`config.mk`:
```
export PLATFORM = sky130hd
export DESIGN_NAME = decode
export DESIGN_NICKNAME = d
export VERILOG_FILES = /design/src/rtl/cpu_pkg.sv /design/src/rtl/imm_gen.sv /design/src/rtl/decode.sv
export SDC_FILE = /design/constraint.sdc
export NUM_CORES = 1
export LEC_CHECK = 0
export CAP_MARGIN = 20
export CORE_UTILIZATION = 35
export CTS_BUF_LIST = sky130_fd_sc_hd__clkbuf_16
export DETAILED_ROUTE_END_ITERATION = 8
export GPL_TIMING_DRIVEN = 0
export PLACE_DENSITY_LB_ADDON = 0.2
export SETUP_SLACK_MARGIN = 0.2
export SLEW_MARGIN = 30
export SYNTH_ARGS = -nofsm -noshare
export SYNTH_HDL_FRONTEND = slang
export SYNTH_SLANG_ARGS = --single-unit
```
`constraint.sdc`:
```
create_clock -name i_clk -period 3.9 [get_ports i_clk]
set_clock_uncertainty 0.05 [all_clocks]
set_input_delay 1.17 -clock i_clk [delete_from_list [all_inputs] [get_ports i_clk]]
set_output_delay 1.17 -clock i_clk [all_outputs]
set_load 0.02 [all_outputs]
```
`src/rtl/cpu_pkg.sv`:
```
// cpu_pkg: shared RV32I decode types, opcode constants and bubble encoding
package cpu_pkg;

    localparam int XLEN = 32;
    localparam logic [31:0] NOP_INSTR = 32'h0000_0013;

    localparam logic [6:0] OPC_LUI    = 7'b0110111;
    localparam logic [6:0] OPC_AUIPC  = 7'b0010111;
    localparam logic [6:0] OPC_JAL    = 7'b1101111;
    localparam logic [6:0] OPC_JALR   = 7'b1100111;
    localparam logic [6:0] OPC_BRANCH = 7'b1100011;
    localparam logic [6:0] OPC_LOAD   = 7'b0000011;
    localparam logic [6:0] OPC_STORE  = 7'b0100011;
    localparam logic [6:0] OPC_OP_IMM = 7'b0010011;
    localparam logic [6:0] OPC_OP     = 7'b0110011;
    localparam logic [6:0] OPC_FENCE  = 7'b0001111;
    localparam logic [6:0] OPC_SYSTEM = 7'b1110011;

    typedef enum logic [3:0] {
        ALU_ADD   = 4'd0,
        ALU_SUB   = 4'd1,
        ALU_SLL   = 4'd2,
        ALU_SLT   = 4'd3,
        ALU_SLTU  = 4'd4,
        ALU_XOR   = 4'd5,
        ALU_SRL   = 4'd6,
        ALU_SRA   = 4'd7,
        ALU_OR    = 4'd8,
        ALU_AND   = 4'd9,
        ALU_PASSB = 4'd10
    } alu_op_e;

    typedef struct packed {
        logic reg_we;
        logic mem_re;
        logic mem_we;
        logic br;
        logic jmp;
        logic jalr;
        logic alu_src_imm;
        logic alu_src_pc;
    } dec_ctrl_t;

    typedef enum logic [2:0] {IMM_R, IMM_I, IMM_S, IMM_B, IMM_U, IMM_J} imm_fmt_e;

    // alt selects SUB/SRA (funct7[5]) on the add and right-shift slots
    function automatic alu_op_e alu_from_funct(input logic [2:0] f3, input logic alt);
        case (f3)
            3'b000:  return alt ? ALU_SUB : ALU_ADD;
            3'b001:  return ALU_SLL;
            3'b010:  return ALU_SLT;
            3'b011:  return ALU_SLTU;
            3'b100:  return ALU_XOR;
            3'b101:  return alt ? ALU_SRA : ALU_SRL;
            3'b110:  return ALU_OR;
            default: return ALU_AND;
        endcase
    endfunction

endpackage

```
`src/rtl/imm_gen.sv`:
```
// imm_gen: combinational sign-extended immediate from instruction bits by format
module imm_gen
    import cpu_pkg::*;
(
    input  logic [31:7]     instr,
    input  imm_fmt_e        fmt,
    output logic [XLEN-1:0] imm
);

    // select the immediate layout; R-type and unknown formats give zero
    always_comb begin
        imm = fmt == IMM_I ? {{20{instr[31]}}, instr[31:20]} :
              fmt == IMM_S ? {{20{instr[31]}}, instr[31:25], instr[11:7]} :
              fmt == IMM_B ? {{19{instr[31]}}, instr[31], instr[7], instr[30:25], instr[11:8], 1'b0} :
              fmt == IMM_U ? {instr[31:12], 12'b0} :
              fmt == IMM_J ? {{11{instr[31]}}, instr[31], instr[19:12], instr[20], instr[30:21], 1'b0} :
              '0;
    end

endmodule

```
`src/rtl/decode.sv`:
```
// decode: one-cycle RV32I decode stage with load-use stall, flush and bubble insertion.
// Optional build macro DEC_ILLEGAL_EN adds b_dec_ex_illegal and issues undefined encodings flagged.
module decode
    import cpu_pkg::*;
(
    input  logic            i_clk,
    input  logic            i_rst_n,
    input  logic [31:0]     b_fetch_dec_instr,
    input  logic [XLEN-1:0] i_fetch_dec_pc,
    input  logic            i_fetch_dec_valid,
    input  logic            i_ex_stall,
    input  logic            i_flush,
    output logic            o_dec_stall,
    output logic            b_dec_ex_valid,
    output logic [XLEN-1:0] b_dec_ex_pc,
    output logic [4:0]      b_dec_ex_rs1,
    output logic [4:0]      b_dec_ex_rs2,
    output logic [4:0]      b_dec_ex_rd,
    output logic [XLEN-1:0] b_dec_ex_imm,
    output alu_op_e         b_dec_ex_alu_op,
    output dec_ctrl_t       b_dec_ex_ctrl
`ifdef DEC_ILLEGAL_EN
    ,
    output logic            b_dec_ex_illegal
`endif
);

    logic [6:0]      raw_opc;
    logic [31:0]     instr;
    logic [6:0]      opc;
    logic [2:0]      f3;
    logic [6:0]      f7;
    imm_fmt_e        fmt;
    dec_ctrl_t       ctrl;
    alu_op_e         alu_op;
    logic            legal;
    logic            use1;
    logic            use2;
    logic            hazard;
    logic            go;
    logic [XLEN-1:0] imm;

    assign raw_opc = b_fetch_dec_instr[6:0];
    assign instr   = (raw_opc == OPC_FENCE || raw_opc == OPC_SYSTEM) ? NOP_INSTR : b_fetch_dec_instr;
    assign opc     = instr[6:0];
    assign f3      = instr[14:12];
    assign f7      = instr[31:25];

    imm_gen u_imm_gen (
        .instr (instr[31:7]),
        .fmt   (fmt),
        .imm   (imm)
    );

    // opcode decode into format, control bits, ALU op, legality and source usage
    always_comb begin
        fmt    = IMM_R;
        ctrl   = '0;
        alu_op = ALU_ADD;
        legal  = 1'b1;
        use1   = 1'b1;
        use2   = 1'b0;
        case (opc)
            OPC_LUI: begin
                fmt = IMM_U; use1 = 1'b0; alu_op = ALU_PASSB;
                ctrl.reg_we = 1'b1; ctrl.alu_src_imm = 1'b1;
            end
            OPC_AUIPC: begin
                fmt = IMM_U; use1 = 1'b0;
                ctrl.reg_we = 1'b1; ctrl.alu_src_imm = 1'b1; ctrl.alu_src_pc = 1'b1;
            end
            OPC_JAL: begin
                fmt = IMM_J; use1 = 1'b0;
                ctrl.reg_we = 1'b1; ctrl.jmp = 1'b1; ctrl.alu_src_imm = 1'b1; ctrl.alu_src_pc = 1'b1;
            end
            OPC_JALR: begin
                fmt = IMM_I; legal = f3 == 3'b000;
                ctrl.reg_we = 1'b1; ctrl.jmp = 1'b1; ctrl.jalr = 1'b1; ctrl.alu_src_imm = 1'b1;
            end
            OPC_BRANCH: begin
                fmt = IMM_B; use2 = 1'b1; legal = f3[2:1] != 2'b01;
                alu_op = f3[2:1] == 2'b00 ? ALU_SUB : f3[1] ? ALU_SLTU : ALU_SLT;
                ctrl.br = 1'b1;
            end
            OPC_LOAD: begin
                fmt = IMM_I; legal = !(f3 == 3'b011 || f3[2:1] == 2'b11);
                ctrl.reg_we = 1'b1; ctrl.mem_re = 1'b1; ctrl.alu_src_imm = 1'b1;
            end
            OPC_STORE: begin
                fmt = IMM_S; use2 = 1'b1; legal = f3 < 3'd3;
                ctrl.mem_we = 1'b1; ctrl.alu_src_imm = 1'b1;
            end
            OPC_OP_IMM: begin
                fmt = IMM_I;
                alu_op = alu_from_funct(f3, f3 == 3'b101 && f7[5]);
                legal = f3 == 3'b001 ? f7 == 7'b0 : f3 == 3'b101 ? (f7 & 7'b1011111) == 7'b0 : 1'b1;
                ctrl.reg_we = 1'b1; ctrl.alu_src_imm = 1'b1;
            end
            OPC_OP: begin
                use2 = 1'b1;
                alu_op = alu_from_funct(f3, f7[5]);
                legal = f7 == 7'b0 || (f7 == 7'b0100000 && (f3 == 3'b000 || f3 == 3'b101));
                ctrl.reg_we = 1'b1;
            end
            default: legal = 1'b0;
        endcase
        ctrl.reg_we = ctrl.reg_we & (instr[11:7] != 5'd0);
    end

    // load-use hazard against the load currently sitting in execute
    always_comb begin
        hazard = b_dec_ex_valid & b_dec_ex_ctrl.mem_re & (b_dec_ex_rd != 5'd0) & i_fetch_dec_valid &
                 ((use1 & (instr[19:15] == b_dec_ex_rd)) | (use2 & (instr[24:20] == b_dec_ex_rd)));
`ifdef DEC_ILLEGAL_EN
        go = i_fetch_dec_valid & ~hazard & ~i_flush;
`else
        go = i_fetch_dec_valid & ~hazard & ~i_flush & legal;
`endif
        o_dec_stall = (i_ex_stall | hazard) & ~i_flush & i_rst_n;
    end

    // pipeline register: flush loads a bubble, ex stall holds, otherwise issue or bubble
    always_ff @(posedge i_clk or negedge i_rst_n) begin
        if (!i_rst_n) begin
            b_dec_ex_valid   <= 1'b0;
            b_dec_ex_pc      <= '0;
            b_dec_ex_rs1     <= '0;
            b_dec_ex_rs2     <= '0;
            b_dec_ex_rd      <= '0;
            b_dec_ex_imm     <= '0;
            b_dec_ex_alu_op  <= ALU_ADD;
            b_dec_ex_ctrl    <= '0;
`ifdef DEC_ILLEGAL_EN
            b_dec_ex_illegal <= 1'b0;
`endif
        end else if (i_flush || !i_ex_stall) begin
            b_dec_ex_valid   <= go;
            b_dec_ex_pc      <= go ? i_fetch_dec_pc : '0;
            b_dec_ex_rs1     <= go ? instr[19:15] : '0;
            b_dec_ex_rs2     <= go ? instr[24:20] : '0;
            b_dec_ex_rd      <= go ? instr[11:7] : '0;
            b_dec_ex_imm     <= go ? imm : '0;
            b_dec_ex_alu_op  <= go ? alu_op : ALU_ADD;
            b_dec_ex_ctrl    <= (go && legal) ? ctrl : '0;
`ifdef DEC_ILLEGAL_EN
            b_dec_ex_illegal <= go & ~legal;
`endif
        end
    end

endmodule
```
==> out/results.tsv <==
metric	value	unit
status	completed	
synth_top_area_share	51.15	%
cts_hold_buf	0	
track_usage	23.95	%
power	2.008	mW
max_stage_delay	220	ps
drtPass1Iterations	4	
end_kind	output pin	
tightest_slew	872.7	ps
die-area	0.01332	mm2
synth-edff-count	0	
synth_ff_type	dfrtp_1	
crit_chain	buf_2 -> buf_8 -> xnor2_1 -> nand4_1 -> nand3_2 -> o21bai_1 -> nor2_2 -> nor3b_2 -> buf_4	
post_layout_nonfiller_instances	779	
syn-cell-area	0.004501	mm2
postSynthAreaPerCell	10.66	um2
power_leakage	2.786	nW
start_util	35.81	%
grt.overflow.total	0	
period_share	94.96	%
rows	41	
wl_met3	864	um
die_w	115.4	um
cts_tree	done	
worstSetupPathType	in -> out	
yosys_warnings	0	
setup_viol	0	
synth_cells	422	
slew_violations	0	
drv_cap	0	
ant_nets	0	
timing.final.ws_setup	196.5	ps
clock-sinks	92	
yosysUniqueCellTypes	51	
syn_nets	491	
crit_buf_inv	3	
num-nets-final	671	
h-tree-depth	3	
synth.area.top_cells	dfrtp_1 (51%), a22o_1 (7.2%), a32o_1 (4.4%)	
antenna_found_initial	0	
drtIter0Drc	256	
cp_top_family	simple AND/OR/NAND/NOR gates	
fmax	270.0	MHz
clock_latency	350	ps
area_delta_synth_final	49.87	%
ir_worst_vdd	158.5	uV
worst_ep_arrival_time	2480	ps
clock_path_buffers	2	
viasPerCell	5.452	
gp_congestion	0.9101	
cp_max_fo	5	
synth-seq-cells	92	
dp.cells	752	
path_clk_slew	60	ps
fin_tns_setup	0	ps
powerDensity	297.7	mW/mm2
avgRoutedWirePerCell	19.51	um
cp-start-kind	input pin	
drt-total-wl	15200	um
period_minus_slack	3704	ps
synthTopCellsByCount	dfrtp_1 (92), nand2_1 (47), a22o_1 (37), clkbuf_1 (23), o21ai_0 (23)	
max_slew_margin	41.37	%
num_vias	4247	
grt_max_degree	67	
finalHoldViolations	0	
drc	0	
met1_length	6929	um
grt_pass1_vias	4187	
dr_wl_met2	7149	um
cts_made_buffers	9	
num_antenna_cells	0	
utilization	53.67	%
drive_gt1_share	14.99	%
rsz0062_at_grt	true	
core_area	0.01257	mm2
ioPinCount	162	
synth_most_common_cell	dfrtp_1	
io_buffer_count	157	
die_h	115.4	um
async_flop_share	100.0	%
clock-root-buffer	clkbuf_16	
yosysSeqAreaShare	51.15	%
num-fill-cells	1168	
dpl_worst_slack	-861.1	ps
crit_required	2680	ps
post-synth-top-area-cell	dfrtp_1	
hp-class	reg -> reg	
topRoutingLayerUsed	met4	
grt_pass1_wl	23860	um
hpwlAfterDp	11260	um
crit_path_top_delay_cell	o21bai_1	
## layer usage
layer	vias up	GRT usage, %
met5	-	0
met4	0	8.225
met3	18	3.954
met2	155	36.85
met1	2103	34.07
li1	1971	-
## through the flow
stage / hold WS (ps) / instance area (um2)
4_1_cts: 439.0 / 6725
3_5_place_dp: 424.2 / 6332
2_1_floorplan: 540.0 / 4517
3_3_place_gp: 415.8 / 6304
6_report: 431.8 / 6745
5_1_grt: 452.6 / 6745
## final timing paths
check,from,endpoint,slack [ps],cells past startpoint
setup reg to reg,b_dec_ex_rd[0],b_dec_ex_alu_op[3],1350,10
max in group asynchronous,i_rst_n,b_dec_ex_pc[4],2540,2
hold / removal,b_dec_ex_imm[23],b_dec_ex_imm[23],430,2
setup / recovery,b_fetch_dec_instr[6],o_dec_stall,200,9
min in group asynchronous,i_rst_n,b_dec_ex_imm[1],640,1
hold reg to reg,b_dec_ex_imm[23],b_dec_ex_imm[23],430,2
## state kept, by name (all words and copies together), names as in the netlist
register / cells
b_dec_ex_alu_op: 4
b_dec_ex_ctrl: 8
b_dec_ex_imm: 32
b_dec_ex_pc: 32
b_dec_ex_rd: 5
b_dec_ex_rs1: 5
b_dec_ex_rs2: 5
b_dec_ex_valid: 1
## layout by cell type (no fill, tap or decap), types with 5 or more instances in the layout
cell type	n
buf_2	14
a22oi_1	18
o21ai_1	7
xor2_1	9
buf_6	9
nor2_1	6
nand3_1	14
o31ai_1	5
a21oi_1	9
clkbuf_16	9
inv_1	5
a2bb2oi_1	7
a22o_1	37
a32o_1	20
o31ai_2	13
buf_4	14
o21ai_0	23
nand2_1	47
clkbuf_1	23
dfrtp_1	92
nor3_1	6
clkdlybuf4s50_1	139
## what timing repair did
item                       4_1_cts  5_1_grt
buffers inserted                 9        2
pin swaps                       11        4
gates resized for setup         74        4
setup endpoints to repair        1       44
## area by class of cell
cell class                 instances  area, um2  area share (%)
multi-input combinational        285       2052           30.42
buffer                            40      234.0           3.469
inverter                           5      18.77          0.2782
sequential                        92       2302           34.13
clock buffer                       9      225.2           3.339
tap                              172      215.2           3.190
timing repair buffer             169       1647           24.41
clock inverter                     7      51.30          0.7605
## power breakdown
group | total (mW) | switching [mW] | internal (mW)
registers | 0.954 | 0.000300 | 0.954
logic | 0.225 | 0.127 | 0.0978
clock network | 0.829 | 0.392 | 0.437
## logic make-up (layout without fill, tap and decap cells)
group / Yosys count / after routing / share of synthesized area (%)
muxes: 2 / 2 / 0.5004
AOI/OAI and AO/OA: 159 / 159 / 28.66
buffers and inverters: 45 / 230 / 4.976
and+or+nand+nor: 112 / 112 / 12.37
xor gates and xnor gates: 12 / 12 / 2.335
DFF: 92 / 92 / 51.15
## worst register-to-register path, stage by stage, from the launching register on
cell and delay, ps:
dfrtp_1 440, nor3_1 300, a21oi_2 110, nand4_1 110
o21bai_1 90, buf_4 140, buf_4 120, nor4_1 310
buf_2 320, buf_2 280, a32o_1 200
No activity file was read; power rests on OpenSTA's default activity.
